<file path="src/rtl/ntt_pkg.sv">
// Shared NTT definitions: coefficient reader FSM states and address bit-reversal.
package ntt_pkg;

  typedef enum logic [1:0] {
    IDLE,
    RUN,
    DRAIN
  } coeff_rd_state_t;

  localparam int unsigned BITREV_MAX_W = 16;
  localparam int unsigned BITREV_IDX_W = $clog2(BITREV_MAX_W);

  // Reverses the low w bits of v; bits at and above w come back zero.
  function automatic logic [BITREV_MAX_W-1:0] bit_reverse(
    input logic [BITREV_MAX_W-1:0] v,
    input int unsigned             w
  );
    logic [BITREV_MAX_W-1:0] r;
    r = '0;
    for (int unsigned i = 0; i < BITREV_MAX_W; i++) begin
      if (i < w) r[BITREV_IDX_W'(i)] = v[BITREV_IDX_W'(w - 1 - i)];
    end
    return r;
  endfunction

endpackage

</file>
<file path="src/rtl/coeff_skid_fifo.sv">
// Two-entry synchronous FIFO buffering RAM read data ahead of the output stream.
module coeff_skid_fifo #(
  parameter int unsigned DW = 40
) (
  input  logic          clk,
  input  logic          rst,
  input  logic          push,
  input  logic          pop,
  input  logic [DW-1:0] din,
  output logic [DW-1:0] head,
  output logic [1:0]    count
);

  logic [DW-1:0] r_mem [2];
  logic          r_wr_ptr;
  logic          r_rd_ptr;
  logic [1:0]    r_count;

  always_ff @(posedge clk) begin
    if (rst) begin
      r_mem[0] <= '0;
      r_mem[1] <= '0;
      r_wr_ptr <= 1'b0;
      r_rd_ptr <= 1'b0;
      r_count  <= '0;
    end else begin
      if (push) begin
        r_mem[r_wr_ptr] <= din;
        r_wr_ptr        <= ~r_wr_ptr;
      end
      if (pop) r_rd_ptr <= ~r_rd_ptr;
      r_count <= r_count + {1'b0, push} - {1'b0, pop};
    end
  end

  assign head  = r_mem[r_rd_ptr];
  assign count = r_count;

endmodule

</file>
<file path="src/rtl/coeff_ram_reader.sv">
// Streams every coeff_ram word out on a valid/ready port, natural or bit-reversed order.
module coeff_ram_reader
  import ntt_pkg::*;
#(
  parameter int unsigned WIDTH      = 32,
  parameter int unsigned DEPTH      = 256,
  parameter int unsigned ADDR_WIDTH = 8
) (
  input  logic                  clk,
  input  logic                  rst,
  input  logic                  start,
  input  logic                  bit_rev,
  output logic                  busy,
  output logic                  done,
  output logic [ADDR_WIDTH-1:0] ram_addr,
  input  logic [WIDTH-1:0]      ram_dout,
  output logic                  m_valid,
  input  logic                  m_ready,
  output logic [WIDTH-1:0]      m_data,
  output logic [ADDR_WIDTH-1:0] m_index,
  output logic                  m_last
);

  localparam int unsigned FW = WIDTH + ADDR_WIDTH;
  localparam logic [ADDR_WIDTH-1:0] LAST_IDX = ADDR_WIDTH'(DEPTH - 1);

  coeff_rd_state_t r_state, w_state_nxt;

  logic                  r_bit_rev;
  logic                  r_inflight;
  logic                  r_done;
  logic [ADDR_WIDTH-1:0] r_iss;
  logic [ADDR_WIDTH-1:0] r_inflight_idx;
  logic [ADDR_WIDTH-1:0] r_out_cnt;

  logic [1:0]            w_fifo_count;
  logic [FW-1:0]         w_fifo_head;
  logic                  w_pop;
  logic                  w_issue;
  logic                  w_last_issue;
  logic                  w_last_pop;

  assign m_valid = (w_fifo_count != 2'd0);
  assign w_pop   = m_valid & m_ready;

  // Occupancy counts the read still in flight so two entries are never exceeded.
  assign w_issue = (r_state == RUN) &&
                   (({1'b0, w_fifo_count} + {2'b00, r_inflight}) < (3'd2 + {2'b00, w_pop}));
  assign w_last_issue = w_issue && (r_iss == LAST_IDX);
  assign w_last_pop   = w_pop && (r_out_cnt == LAST_IDX);

  always_ff @(posedge clk) begin
    if (rst) r_state <= IDLE;
    else     r_state <= w_state_nxt;
  end

  always_comb begin
    w_state_nxt = r_state;
    unique case (r_state)
      IDLE:    if (start) w_state_nxt = RUN;
      RUN:     if (w_last_issue) w_state_nxt = DRAIN;
      DRAIN:   if (!r_inflight && w_last_pop) w_state_nxt = IDLE;
      default: w_state_nxt = IDLE;
    endcase
  end

  always_ff @(posedge clk) begin
    if (rst) begin
      r_bit_rev      <= 1'b0;
      r_inflight     <= 1'b0;
      r_done         <= 1'b0;
      r_iss          <= '0;
      r_inflight_idx <= '0;
      r_out_cnt      <= '0;
    end else begin
      if (r_state == IDLE && start) begin
        r_bit_rev <= bit_rev;
        r_iss     <= '0;
        r_out_cnt <= '0;
      end else begin
        if (w_issue) r_iss     <= r_iss + ADDR_WIDTH'(1);
        if (w_pop)   r_out_cnt <= r_out_cnt + ADDR_WIDTH'(1);
      end
      r_inflight     <= w_issue;
      r_inflight_idx <= r_iss;
      r_done         <= (r_state == DRAIN) && (w_state_nxt == IDLE);
    end
  end

  assign ram_addr = r_bit_rev ? ADDR_WIDTH'(bit_reverse(BITREV_MAX_W'(r_iss), ADDR_WIDTH))
                              : r_iss;

  coeff_skid_fifo #(
    .DW (FW)
  ) u_fifo (
    .clk   (clk),
    .rst   (rst),
    .push  (r_inflight),
    .pop   (w_pop),
    .din   ({r_inflight_idx, ram_dout}),
    .head  (w_fifo_head),
    .count (w_fifo_count)
  );

  assign m_data  = w_fifo_head[WIDTH-1:0];
  assign m_index = w_fifo_head[FW-1:WIDTH];
  assign m_last  = m_valid && (m_index == LAST_IDX);
  assign busy    = (r_state != IDLE);
  assign done    = r_done;

endmodule

</file>
<file path="config.mk">
export PLATFORM = sky130hd
export DESIGN_NAME = coeff_ram_reader
export DESIGN_NICKNAME = d
export VERILOG_FILES = /design/src/rtl/ntt_pkg.sv /design/src/rtl/coeff_skid_fifo.sv /design/src/rtl/coeff_ram_reader.sv
export SDC_FILE = /design/constraint.sdc
export NUM_CORES = 1
export LEC_CHECK = 0
export BUFFER_PORTS_ARGS = -buffer_cell sky130_fd_sc_hd__buf_2
export CORE_MARGIN = 5
export CORE_UTILIZATION = 30
export DETAILED_ROUTE_END_ITERATION = 10
export PLACE_DENSITY_LB_ADDON = 0.12
export SETUP_SLACK_MARGIN = 0.3
export SLEW_MARGIN = 20
export SYNTH_ARGS = -nofsm -noshare
export SYNTH_HDL_FRONTEND = slang
export SYNTH_SLANG_ARGS = --single-unit
export TNS_END_PERCENT = 10
</file>
<file path="constraint.sdc">
create_clock -name clk -period 3.9 [get_ports clk]
set_input_delay 0.39 -clock clk [delete_from_list [all_inputs] [get_ports clk]]
set_output_delay 0.39 -clock clk [all_outputs]
set_load 0.01 [all_outputs]
</file>
# After elaboration in Yosys (flattened, before gate mapping)
# Memories as Yosys holds them, arrays and structs flattened. A register that Yosys moved wholly into a read port is not among the register bits.
# Cells that the tools add are included.
op_classes:
  mul: 0
  div: 0
  bitwise: 3
  n_reduce_logical: 14
  mux: 15
  n_addsub: 6
  shifts: 0
  magnitude_cmp: 1
  n_eq_ne: 5
ops:
  columns: ["operator", "n"]
  rows:
  - ["two-way mux 40 bit", 1]
  - ["OR reduction 40 bit", 1]
  - ["== test 8 bit, second input constant", 3]
  - ["adder 8 x 1 -> 8 bit, second input constant", 2]
  - ["two-way mux 1 bit", 9]
  - ["two-way mux 8 bit", 1]
  - ["logical AND 1 bit", 7]
  - ["two-way mux 2 bit", 3]
  - ["case mux 2 bit (3 select lines)", 1]
  - ["zero test 2 bit", 2]
  - ["nonzero test 2 bit", 2]
  - ["adder 2 x 1 -> 3 bit", 1]
  - ["adder 2 x 1 -> 3 bit, first input constant", 1]
  - ["< comparator 3 bit", 1]
  - ["adder 2 x 1 -> 2 bit", 1]
  - ["== test 2 x 1 -> 1 bit, second input constant", 1]
  - ["== test 2 bit, second input constant", 1]
  - ["NOT 1 bit", 2]
  - ["OR reduction 2 bit", 1]
  - ["subtractor 2 x 1 -> 2 bit", 1]
  - ["bitwise AND 1 bit", 1]
  - ["zero test 1 bit", 1]
word_totals:
  mem_bits_ro: 0
  ram_bits: 80
  ff_bits: 33
  in_bits: 37
  latchBits: 0
  output_inout_bits: 52
  memories: 1
  word_cells: 55
mem_list:
  columns: ["memory", "depth", "width", "rd", "rd_ports_with_merged_regs", "wr", "line_no", "source"]
  rows:
  - ["u_fifo.r_mem", 2, 40, 1, 1, 2, "coeff_skid_fifo.sv:14", "logic [DW-1:0] r_mem [2];"]

# Longest topological paths before layout
# Gate-level depths: netlist of run 1.
depth:
  depth_word: 10
  mapped_depth: 8
  mapped_depth_nobuf: 8

# Hierarchy
# A second synthesis of run 1 with hierarchy kept.
hier_totals:
  cells_unflattened: 417
  area_unflattened_um2: 5165.0
modules_own_cells:
  columns: ["mod", "seq_area_each_um2", "cells_each", "instances", "area_each_um2"]
  rows:
  - ["coeff_skid_fifo", 2502.4, 279, 1, 3866.2]
  - ["coeff_ram_reader", 580.6, 138, 1, 1298.7]

# Worst setup path after synthesis of run 1
# Ideal clock, no wire load.
synth_timing:
  path_type: "register to register"
  start: "register r_inflight"
  end: "register r_state[0]"
  slack_ns: 1.911
  stages_incl_launch_ff: 7
  period_less_slack_ns: 1.989
  arrival_time_ns: 1.857
  path_buffers: 1
  path_cell_list: "dfxtp_1 > ha_1 > ha_1 > or3b_1 > buf_6 > or4_4 > nor4b_1"
synth_via:
  elab_chain_cells: 6
  word_cells_on_any_way: 9
  cone_classes: "add/sub: 1; order compare: 1; mux: 3; reduce/logical: 4"
synth_rtl:
  columns: ["item", "line_no", "source"]
  rows:
  - ["from (decl)", "coeff_ram_reader.sv:30", "logic r_inflight;"]
  - ["from (signal assigned)", "coeff_ram_reader.sv:84", "r_inflight <= w_issue;"]
  - ["adder 2 x 1 -> 3 bit", "coeff_ram_reader.sv:48", "(({1'b0, w_fifo_count} + {2'b00, r_inflight}) < (3'd2 + {2'b00, w_pop}));"]
  - ["< comparator 3 bit", "coeff_ram_reader.sv:48", null]
  - ["logical AND 1 bit", "coeff_ram_reader.sv:47", "assign w_issue = (r_state == RUN) &&"]
  - ["logical AND 1 bit", "coeff_ram_reader.sv:49", "assign w_last_issue = w_issue && (r_iss == LAST_IDX);"]
  - ["two-way mux 2 bit", "coeff_ram_reader.sv:61", "RUN: if (w_last_issue) w_state_nxt = DRAIN;"]
  - ["case mux 2 bit (3 select lines) *", "coeff_ram_reader.sv:59", "unique case (r_state)"]
  - ["to (signal assigned)", "coeff_ram_reader.sv:54", "else r_state <= w_state_nxt;"]
  - ["to (decl)", "coeff_ram_reader.sv:27", "coeff_rd_state_t r_state, w_state_nxt;"]
# Mark *: on every way between the ends. The rest lies on a longest branch, timed or not.
# A chain may end at the register's enable or synchronous reset.

==> results.toml, run 1 <==
[outcome]
outcome = "finished, final reports clean"

[power]
p_clk_share_pct = 42.0
p_per_area_nw_per_um2 = 548
pwr-share-comb_pct = 14.3
p_sw_uw = 826
max-vdd-ir-drop_v = 0.000311
power.internal_uw = 2540
total_leakage_power_uw = 0.00245
seq_power_share_pct = 43.7
swShare_pct = 24.6

[detailed_routing]
routed_via_density = 4.48
drt-wirelength-per-cell_um = 15.2
drt-total-wl_mm = 10.7
drc = 0
antenna_left = 0
drt_iter0_drc = 122
vias = 3152
first_pass_iters = 4

[sta]
hold_slack_ns = 0.220
period_share_pct = 67.0
hold_viol_final = 0
fmax_mhz = 382
setup_tns_ns = 0
tightest_slew_ns = 1.04
skew_ns = 0.0102
relSlewSlack_pct = 30.7
worst_slack_ns = 1.29
layout_min_cycle_time_ns = 2.61
setup_viol_count_final = 0
drv_slew = 0
rsz0062_at_grt = "false"

[logic_synthesis]
avgSynthCellArea_um2 = 12.9
ys_warn_count = 0
synth.distinct_cells = 38
ys_seq_area_share_pct = 62.3
syn_area_um2 = 4950
synth-seq-cells = 114
postSynthCellCount = 383
synth_fp_nets = 426

[cells_and_area]
regArea_um2 = 3080
drive_above_1_share_pct = 35.1
final_common_cell = "buf_2"
layout.nets = 515
final_cell_mix = "buf_2 (88), and2_1 (80), edfxtp_1 (80)"
fill_cells = 1626
num_antenna_cells = 0
area_delta_synth_final_pct = 24.0
multi_input_area_um2 = 1760

[worst_setup_path]
arrival_ns = 2.22
critPathCaptureType = "output port"
critical_path_class = "flop to output port"
r2r-end = "u_fifo.r_mem[1][30]$_SDFFCE_PN0P_"
required_ns = 3.51
start_kind = "flop"
timing.rr.start = "r_inflight$_SDFF_PP0_"
crit_path_max_fanout = 40
r2r_cells = 3
reg2reg_slack_ns = 1.61

[placed_design]
port_buffers = 88
place_congestion = 0.721
dp_hpwl_mm = 6.88
place_ws_ns = 1.36

[hold_path]
hold_end = "r_bit_rev$_SDFFE_PP0P_"
hold_path_class = "primary input to flop"
hold_path_depth = 3
min-delay-start = "bit_rev"

[global_route]
grt_max_degree = 42
antenna_found_initial = 0
grt_pass1_vias = 3323
grt_overflow = 0
gr-usage-all-layers_pct = 11.5
grt_pass1_wl_mm = 17.1

[die]
die_y_um = 138
die_x_um = 138
io_pins = 89
initial_core_util_pct = 30.2
dieArea_um2 = 19200
core-area_um2 = 16400
num_rows = 47

[clock_tree]
cts.htree.levels = 4
cts_setup_buffers = 0
ctsHoldBuffers = 0
ctsResizeCount = 0
root_buffer = "clkbuf_16"
cts.clk_slew.worst_paths_ns = 0.05
cts_max_path_buffers = 2
cts.sinks = 114
cts_tree = "done"
clk_latency_ns = 0.41
cts_buffers = 17

[job]
max_cap_violations = 0
-- synthesized netlist by cell type --
master    number  share of area (%)
or3_1          4               0.51
nand4_1        5               0.63
xnor2_1        6                1.1
o22ai_1        1               0.13
nor2_1        15                1.1
nor3_1         4               0.40
clkinv_1       1              0.076
nand3_1        5               0.51
buf_1          1              0.076
buf_2          4               0.40
buf_6          1               0.23
or3b_1         1               0.18
or4_1          3               0.46
nor4b_1        1               0.18
o211ai_1       1               0.15
or3_2          1               0.15
nor4_1         3               0.38
a21oi_1       10                1.0
nor2b_1        8                1.0
inv_1          7               0.53
o21ai_0        7               0.71
ha_1           6                1.5
and3_2         1               0.15
a21o_1         1               0.15
dfxtp_1       34                 14
mux2_2        48                 11
o31ai_1        3               0.46
nand3b_1       1               0.15
nand2_1       11               0.83
or2_2          4               0.51
nor3b_1        4               0.61
and2_1        80                 10
o21a_1         1               0.15
or4_4          1               0.23
clkbuf_1      14                1.1
mux2i_1        2               0.40
xor2_1         3               0.53
edfxtp_1      80                 49
-- worst max-delay path: stages (launching register included) --
cell	delay (ns)
dfxtp_2	1.01
mux2_2	0.32
nand4_1	0.09
nor3_1	0.21
buf_2	0.17
-- power by group through the flow --
stage               registers [µW]  clock network, µW  logic (µW)
floorplan                     1430                  0         358
global placement              1490                  0         493
detailed placement            1490                  0         492
CTS                           1470               1440         496
global route                  1480               1510         534
finish                        1470               1410         481
-- stage by stage --
| stage | power [µW] | cell area (µm²) | util (%) | cells |
|---|---|---|---|---|
| global placement | 1980 | 5600 | 34.2 | 673 |
| finish | 3360 | 6140 | 37.4 | 704 |
| floorplan | 1790 | 4950 | - | 383 |
| CTS | 3410 | 6140 | 37.4 | 704 |
| detailed placement | 1990 | 5600 | 34.2 | 673 |
| global route | 3520 | 6140 | 37.4 | 704 |
-- logic make-up after synthesis --
group | count (synthesis) | share of synthesized area, %
XOR/XNOR | 9 | 1.59
multiplexers | 50 | 11.3
AO/OA/AOI/OAI | 24 | 2.76
buffers and inverters | 28 | 2.38
adder cells (fa/ha/maj) | 6 | 1.52
AND/OR/NAND/NOR | 152 | 18.1
flip-flops | 114 | 62.3
-- layer usage --
layer / vias to the layer above / routed length (µm) / GRT usage (%)
met4: 0 / 170 / 5.15
met1: 1528 / 4640 / 13.1
li1: 1539 / - / -
met2: 68 / 5350 / 19.3
met5: - / 0 / 0
met3: 17 / 537 / 4.04
-- cell type report --
cell class | count | share of cell area, %
clock buffers | 21 | 7.18
clock inverters | 10 | 1.51
inverters | 8 | 0.489
multi-input cells | 241 | 28.7
flip-flops and latches | 114 | 50.3
well taps | 220 | 4.49
repair buffers | 90 | 7.42
-- worst max path at each step --
| stage | from | to | depth (start not counted) |
|---|---|---|---|
| 6_report | flop | m_last | 4 |
| 5_1_grt | flop | m_last | 4 |
| 4_1_cts | flop | m_last | 4 |
| 3_5_place_dp | rst | u_fifo.r_mem[1][13]$_SDFFCE_PN0P_ | 4 |
| 3_3_place_gp | rst | u_fifo.r_mem[1][13]$_SDFFCE_PN0P_ | 4 |
| 2_1_floorplan | r_inflight$_SDFF_PP0_ | r_state[0]$_SDFF_PP0_ | 6 |
-- state kept, by name (all words and copies together) (netlist names), 2 cells and up, named ones only --
| name | cells |
|---|---|
| r_inflight_idx | 8 |
| r_iss | 8 |
| r_out_cnt | 8 |
| r_state | 2 |
| u_fifo.count | 2 |
| u_fifo.r_mem | 80 |
Note: power is estimated with default switching activity, not from simulation.
==> inputs of run 2 (changes only) <==
--- a/config.mk
+++ b/config.mk
@@ -5,6 +5,7 @@
 export SDC_FILE = /design/constraint.sdc
 export NUM_CORES = 1
 export LEC_CHECK = 0
+export ABC_AREA = 1
 export BUFFER_PORTS_ARGS = -buffer_cell sky130_fd_sc_hd__buf_2
 export CORE_MARGIN = 5
 export CORE_UTILIZATION = 30
==> constraint.sdc (replaced) <==
create_clock -name clk -period 2.46 [get_ports clk]
set_input_delay 0.246 -clock clk [delete_from_list [all_inputs] [get_ports clk]]
set_output_delay 0.246 -clock clk [all_outputs]
set_load 0.01 [all_outputs]
==> results.toml, run 2 <==
[outcome]
outcome = "finished, final reports clean"

[global_route]
grt_pass1_vias = 3899
grt_overflow = 0
gr-usage-all-layers_pct = 12.1
grt_max_degree = 42
grt_pass1_wl_mm = 18.9
antenna_found_initial = 0

[worst_setup_path]
critPathCaptureType = "output port"
crit_buf_inv = 2
crit_path_frequent_cell = "nor2_1"
critical_path_class = "flop to output port"
arrival_ns = 1.70
r2r_cells = 7
critPathTopFamily = "simple AND/OR/NAND/NOR gates"
timing.rr.start = "r_inflight$_SDFF_PP0_"
critPathSlowestCell = "dfxtp_2"
start_kind = "flop"
r2r-end = "r_iss[1]$_SDFFE_PP0P_"
crit_path_max_incr_delay_ns = 0.42
crit_path_max_fanout = 23
reg2reg_slack_ns = 0.97
cp_cell_sequence = "inv_4 > nand2_1 > and2_1 > nor2_1 > nand4_1 > nor2_1 > buf_2"
required_ns = 2.21

[placed_design]
place_congestion = 0.806
dp_hpwl_mm = 7.94
port_buffers = 88

[logic_synthesis]
synth_ff_type = "edfxtp_1"
synth_fp_nets = 628
syn_area_um2 = 5120
synth_most_common_cell = "nand2_1"
synth_top_area_share_pct = 47.0
postSynthCellCount = 585
synth_common_cells = "nand2_1 (177), nor2_1 (102), edfxtp_1 (80), inv_1 (80), dfxtp_1 (34)"
synth.distinct_cells = 28
synth_area_leaders = "edfxtp_1 (47%), dfxtp_1 (13%), nand2_1 (13%)"
yosysTopAreaCell = "edfxtp_1"
synth-seq-cells = 114
ys_seq_area_share_pct = 60.3
avgSynthCellArea_um2 = 8.75
ys_warn_count = 0
synthArstFlopShare_pct = 0
synth-edff-count = 80

[clock_tree]
clk_latency_ns = 0.40
cts.htree.levels = 4
ctsResizeCount = 0
cts.clk_slew.worst_paths_ns = 0.05
cts_setup_buffers = 0
root_buffer = "clkbuf_16"
cts_buffers = 17
ctsHoldBuffers = 0
cts_tree = "done"
cts.sinks = 114
cts_max_path_buffers = 2

[detailed_routing]
drt-total-wl_mm = 11.4
antenna_left = 0
routed_via_density = 4.22
drt-wirelength-per-cell_um = 12.6
first_pass_iters = 4
drt_iter0_drc = 155
vias = 3841
drc = 0

[job]
max_cap_violations = 0

[cells_and_area]
final_cell_mix = "nand2_1 (175), nor2_1 (102), buf_2 (88)"
drive_above_1_share_pct = 20.7
area_delta_synth_final_pct = 24.2
largest_reg_flops = 80
largest-register = "u_fifo.r_mem"
fill_cells = 1708
final_common_cell = "nand2_1"
layout.nets = 720
num_antenna_cells = 0

[power]
p_per_area_nw_per_um2 = 864
power.internal_uw = 3960
max-vdd-ir-drop_v = 0.000540
p_clk_share_pct = 41.6
power.total_uw = 5490
pwr-share-comb_pct = 17.4
seq_power_share_pct = 41.0
swShare_pct = 27.8
total_leakage_power_uw = 0.00293
p_sw_uw = 1530

[sta]
relSlewSlack_pct = 67.6
tightest_slew_ns = 0.486
skew_ns = 0.00549
period_share_pct = 79.0
hold_viol_final = 0
drv_slew = 0
fmax_mhz = 514
setup_tns_ns = 0
layout_min_cycle_time_ns = 1.94
rsz0062_at_grt = "false"
setup_viol_count_final = 0

[hold_path]
hold_path_depth = 3
hold_end = "r_bit_rev$_SDFFE_PP0P_"
hold_path_class = "primary input to flop"
min-delay-start = "bit_rev"

[die]
die_y_um = 141
initial_core_util_pct = 30.7
core-area_um2 = 16600
io_pins = 89
die_x_um = 141
num_rows = 47
dieArea_um2 = 19800
[run 2: power by group through the flow]
stage | clock, µW | combinational, µW | sequential, µW
floorplan | 0 | 643 | 2250
global placement | 0 | 973 | 2280
CTS | 2340 | 987 | 2250
global route | 2440 | 1090 | 2270
finish | 2280 | 955 | 2250
detailed placement | 0 | 985 | 2290
[run 2: how the worst max path moves through the flow]
stage,start,endpoint,cells after the start
floorplan,r_inflight$_SDFF_PP0_,u_fifo.r_mem[0][0]$_SDFFCE_PN0P_,5
global placement,rst,u_fifo.r_mem[1][20]$_SDFFCE_PN0P_,5
detailed placement,rst,u_fifo.r_mem[1][18]$_SDFFCE_PN0P_,5
CTS,flop,m_last,7
global route,flop,m_last,7
finish,flop,m_last,7
[run 2: metal layers]
metal / wire [µm] / GRT usage, % / vias up
met1: 5380 / 15.0 / 1736
met4: 110 / 3.93 / 0
li1: - / - / 2013
met3: 584 / 4.03 / 12
met5: 0 / 0 / -
met2: 5370 / 19.9 / 80
[run 2: kinds of logic after synthesis]
| logic type | after synthesis | share of synthesized area (%) |
|---|---|---|
| and+or+nand+nor | 320 | 25.5 |
| DFF | 114 | 60.3 |
| buffers and inverters | 106 | 8.58 |
| AOI/OAI and AO/OA | 35 | 3.50 |
| adders and majority gates | 6 | 1.47 |
| xor gates and xnor gates | 3 | 0.514 |
| muxes | 1 | 0.196 |
[run 2: cell type report]
class                   instances  area [µm²]  share of cell area, %
inverters                      84         319                   5.02
flip-flops and latches        114        3080                   48.6
clock inverters                13         119                   1.87
multi-input cells             365        1600                   25.3
repair buffers                 95         518                   8.15
clock buffers                  19         433                   6.82
well taps                     220         275                   4.33
[run 2: per-stage QoR]
stage / utilization [%] / cells / hold WS [ns] / area, µm² / setup slack [ns]
after floorplan: - / 585 / 0.315 / 5120 / 0.403
after global placement: 34.8 / 878 / 0.442 / 5800 / 0.756
after detailed placement: 34.8 / 878 / 0.445 / 5800 / 0.692
after CTS: 38.2 / 910 / 0.101 / 6350 / 0.339
after global routing: 38.2 / 910 / 0.128 / 6350 / 0.310
final: 38.2 / 910 / 0.122 / 6350 / 0.516
[run 2: tightest hold or removal path: cells and delay by family]
| kind | cells | cell delay (ns) |
|---|---|---|
| buffers and inverters | 1 | 0.07 |
| AO/OA/AOI/OAI | 2 | 0.17 |
==> inputs of run 3 (changes only) <==
--- a/config.mk
+++ b/config.mk
@@ -5,7 +5,7 @@
 export SDC_FILE = /design/constraint.sdc
 export NUM_CORES = 1
 export LEC_CHECK = 0
-export ABC_AREA = 1
+export ABC_AREA = 0
 export BUFFER_PORTS_ARGS = -buffer_cell sky130_fd_sc_hd__buf_2
 export CORE_MARGIN = 5
 export CORE_UTILIZATION = 30
==> constraint.sdc (replaced) <==
create_clock -name clk -period 1.7 [get_ports clk]
set_input_delay 0.17 -clock clk [delete_from_list [all_inputs] [get_ports clk]]
set_output_delay 0.17 -clock clk [all_outputs]
set_load 0.01 [all_outputs]
==> results.toml, run 3 (synthesized netlist as in run 1, its figures left out) <==
[cells_and_area]
largest-register = "u_fifo.r_mem"
layout.nets = 544
num_antenna_cells = 0
drive_above_1_share_pct = 45.1
fill_cells = 1559
regArea_um2 = 3100
final_cell_mix = "and2_1 (80), edfxtp_1 (80), buf_2 (67)"
largest_reg_flops = 80
area_delta_synth_final_pct = 41.5
multi_input_area_um2 = 2010
design_area_um2 = 7000

[worst_setup_path]
crit_path_max_fanout = 7
critPathCaptureType = "flop"
path_depth = 5
critical_path_class = "flop to flop"
arrival_ns = 2.08
cp_cell_sequence = "ha_4 > ha_4 > or3b_4 > or4_4 > nor4b_4"
critPathTopFamily = "simple AND/OR/NAND/NOR gates"
reg2reg_slack_ns = -0.08
r2r_cells = 5
r2r-end = "r_state[0]$_SDFF_PP0_"
crit_path_max_incr_delay_ns = 0.45
crit_buf_inv = 0
required_ns = 2.00
start_kind = "flop"
critPathSlowestCell = "or4_4"
crit_path_frequent_cell = "ha_4"
timing.rr.start = "r_inflight$_SDFF_PP0_"

[clock_tree]
cts_tree = "done"
cts.clk_slew.worst_paths_ns = 0.05
cts.htree.levels = 4
cts_buffers = 17
cts_max_path_buffers = 2
clk_latency_ns = 0.41
cts.sinks = 114
root_buffer = "clkbuf_16"

[sta]
skew_ns = 0.0148
tightest_slew_ns = 0.332
layout_min_cycle_time_ns = 1.78
period_share_pct = 105
fmax_mhz = 562
relSlewSlack_pct = 77.7
hold_viol_final = 0
rsz0062_at_grt = "true"
setup_viol_count_final = 6
drv_slew = 0
worst_slack_ns = -0.0780

[power]
p_per_area_nw_per_um2 = 1280
max-vdd-ir-drop_v = 0.000762
power.total_uw = 8980
total_leakage_power_uw = 0.00281

[detailed_routing]
drt_iter0_drc = 167
drt-total-wl_mm = 11.3
drc = 0
first_pass_iters = 4
routed_via_density = 4.47
antenna_left = 0
drt-wirelength-per-cell_um = 15.5
vias = 3282

[placed_design]
port_buffers = 88
dpl_cell_area_um2 = 5890
place_congestion = 0.760
dp_hpwl_mm = 7.01

[hold_path]
hold_end = "u_fifo.r_mem[0][12]$_SDFFCE_PN0P_"
min-delay-start = "ram_dout[12]"
hold_path_class = "primary input to flop"
hold_path_depth = 2

[die]
initial_core_util_pct = 30.2
die_y_um = 138
core-area_um2 = 16400
num_rows = 47
die_x_um = 138
io_pins = 89
dieArea_um2 = 19200

[global_route]
grt_util_met3_pct = 3.63
grt_max_degree = 41
grtUsageMet2_pct = 19.8
met1_usage_pct = 14.8
grt_overflow = 0
grt-busiest-layer = "met2"
grt_pass1_vias = 3448
gr-usage-all-layers_pct = 12.1
grt_pass1_wl_mm = 18.2
antenna_found_initial = 0

[outcome]
violations = "negative setup slack"
outcome = "complete, but fails checks"

[job]
max_cap_violations = 0
run 3: cell types whose count changed in the layout (fill, tap and decap cells not counted), sizes merged, moves of 8 or more:
cell	previous run	this run
mux2	0	48
nor2	108	15
a21oi	19	10
o21ai	16	7
nand3	21	5
inv	83	7
nand2	181	11
and2	4	80
buf	95	116
nor2b	0	8
run 3: what timing repair did:
action / 4_1_cts / 5_1_grt
hold endpoints to repair: 1 / 0
gates cloned: 1 / 2
hold buffers: 1 / 0
setup buffers: 1 / 1
pin swaps: 10 / 3
resized for setup: 32 / 54
endpoints found under the setup margin: 148 / 118
run 3: layer usage:
metal / up-vias / part of all wire [%]
li1: 1599 / -
met1: 1594 / 45
met2: 72 / 50
met3: 17 / 4.0
met4: 0 / 1.7
met5: - / 0
run 3: area by class of cell:
| cell class | count | share of cell area (%) |
|---|---|---|
| Clock inverter | 10 | 2.22 |
| Clock buffer | 22 | 6.77 |
| Timing Repair Buffer | 119 | 13.7 |
| Multi-Input combinational cell | 241 | 28.7 |
| Sequential cell | 114 | 44.2 |
| Tap cell | 220 | 3.93 |
| Inverter | 8 | 0.500 |
run 3: metrics by stage:
stage                     hold WS [ns]  instances  setup slack, ns  TNS [ns]  utilization [%]
final                           0.0447        734          -0.0780    -0.254             42.7
after global routing            0.0324        734           -0.107     -1.90             42.7
after CTS                       0.0274        731          -0.0718     -1.31             40.9
after detailed placement         0.434        696           -0.138    -0.758             35.9
after global placement           0.429        696           -0.138    -0.584             35.9
after floorplan                  0.317        383           -0.157     -3.28                -
run 3: report_power, final:
group | leakage, µW | internal [µW] | switching [µW]
sequential | 0.00111 | 3170 | 97.3
clock | 0.000306 | 2560 | 1220
combinational | 0.00139 | 1080 | 857
total | 0.00281 | 6810 | 2170
run 3: worst max-delay path by stage:
stage | start | endpoint | slack, ns
global placement | r_inflight$_SDFF_PP0_ | r_state[0]$_SDFF_PP0_ | -0.14
CTS | r_inflight$_SDFF_PP0_ | r_state[0]$_SDFF_PP0_ | -0.07
finish | r_inflight$_SDFF_PP0_ | r_state[0]$_SDFF_PP0_ | -0.08
global route | r_inflight$_SDFF_PP0_ | r_state[0]$_SDFF_PP0_ | -0.11
detailed placement | r_inflight$_SDFF_PP0_ | r_state[0]$_SDFF_PP0_ | -0.14
floorplan | r_inflight$_SDFF_PP0_ | r_state[0]$_SDFF_PP0_ | -0.16
run 3: worst reg2reg max path, stage by stage (launching register included):
cell	delay, ns
dfxtp_4	0.35
ha_4	0.16
ha_4	0.15
or3b_4	0.41
or4_4	0.45
nor4b_4	0.15
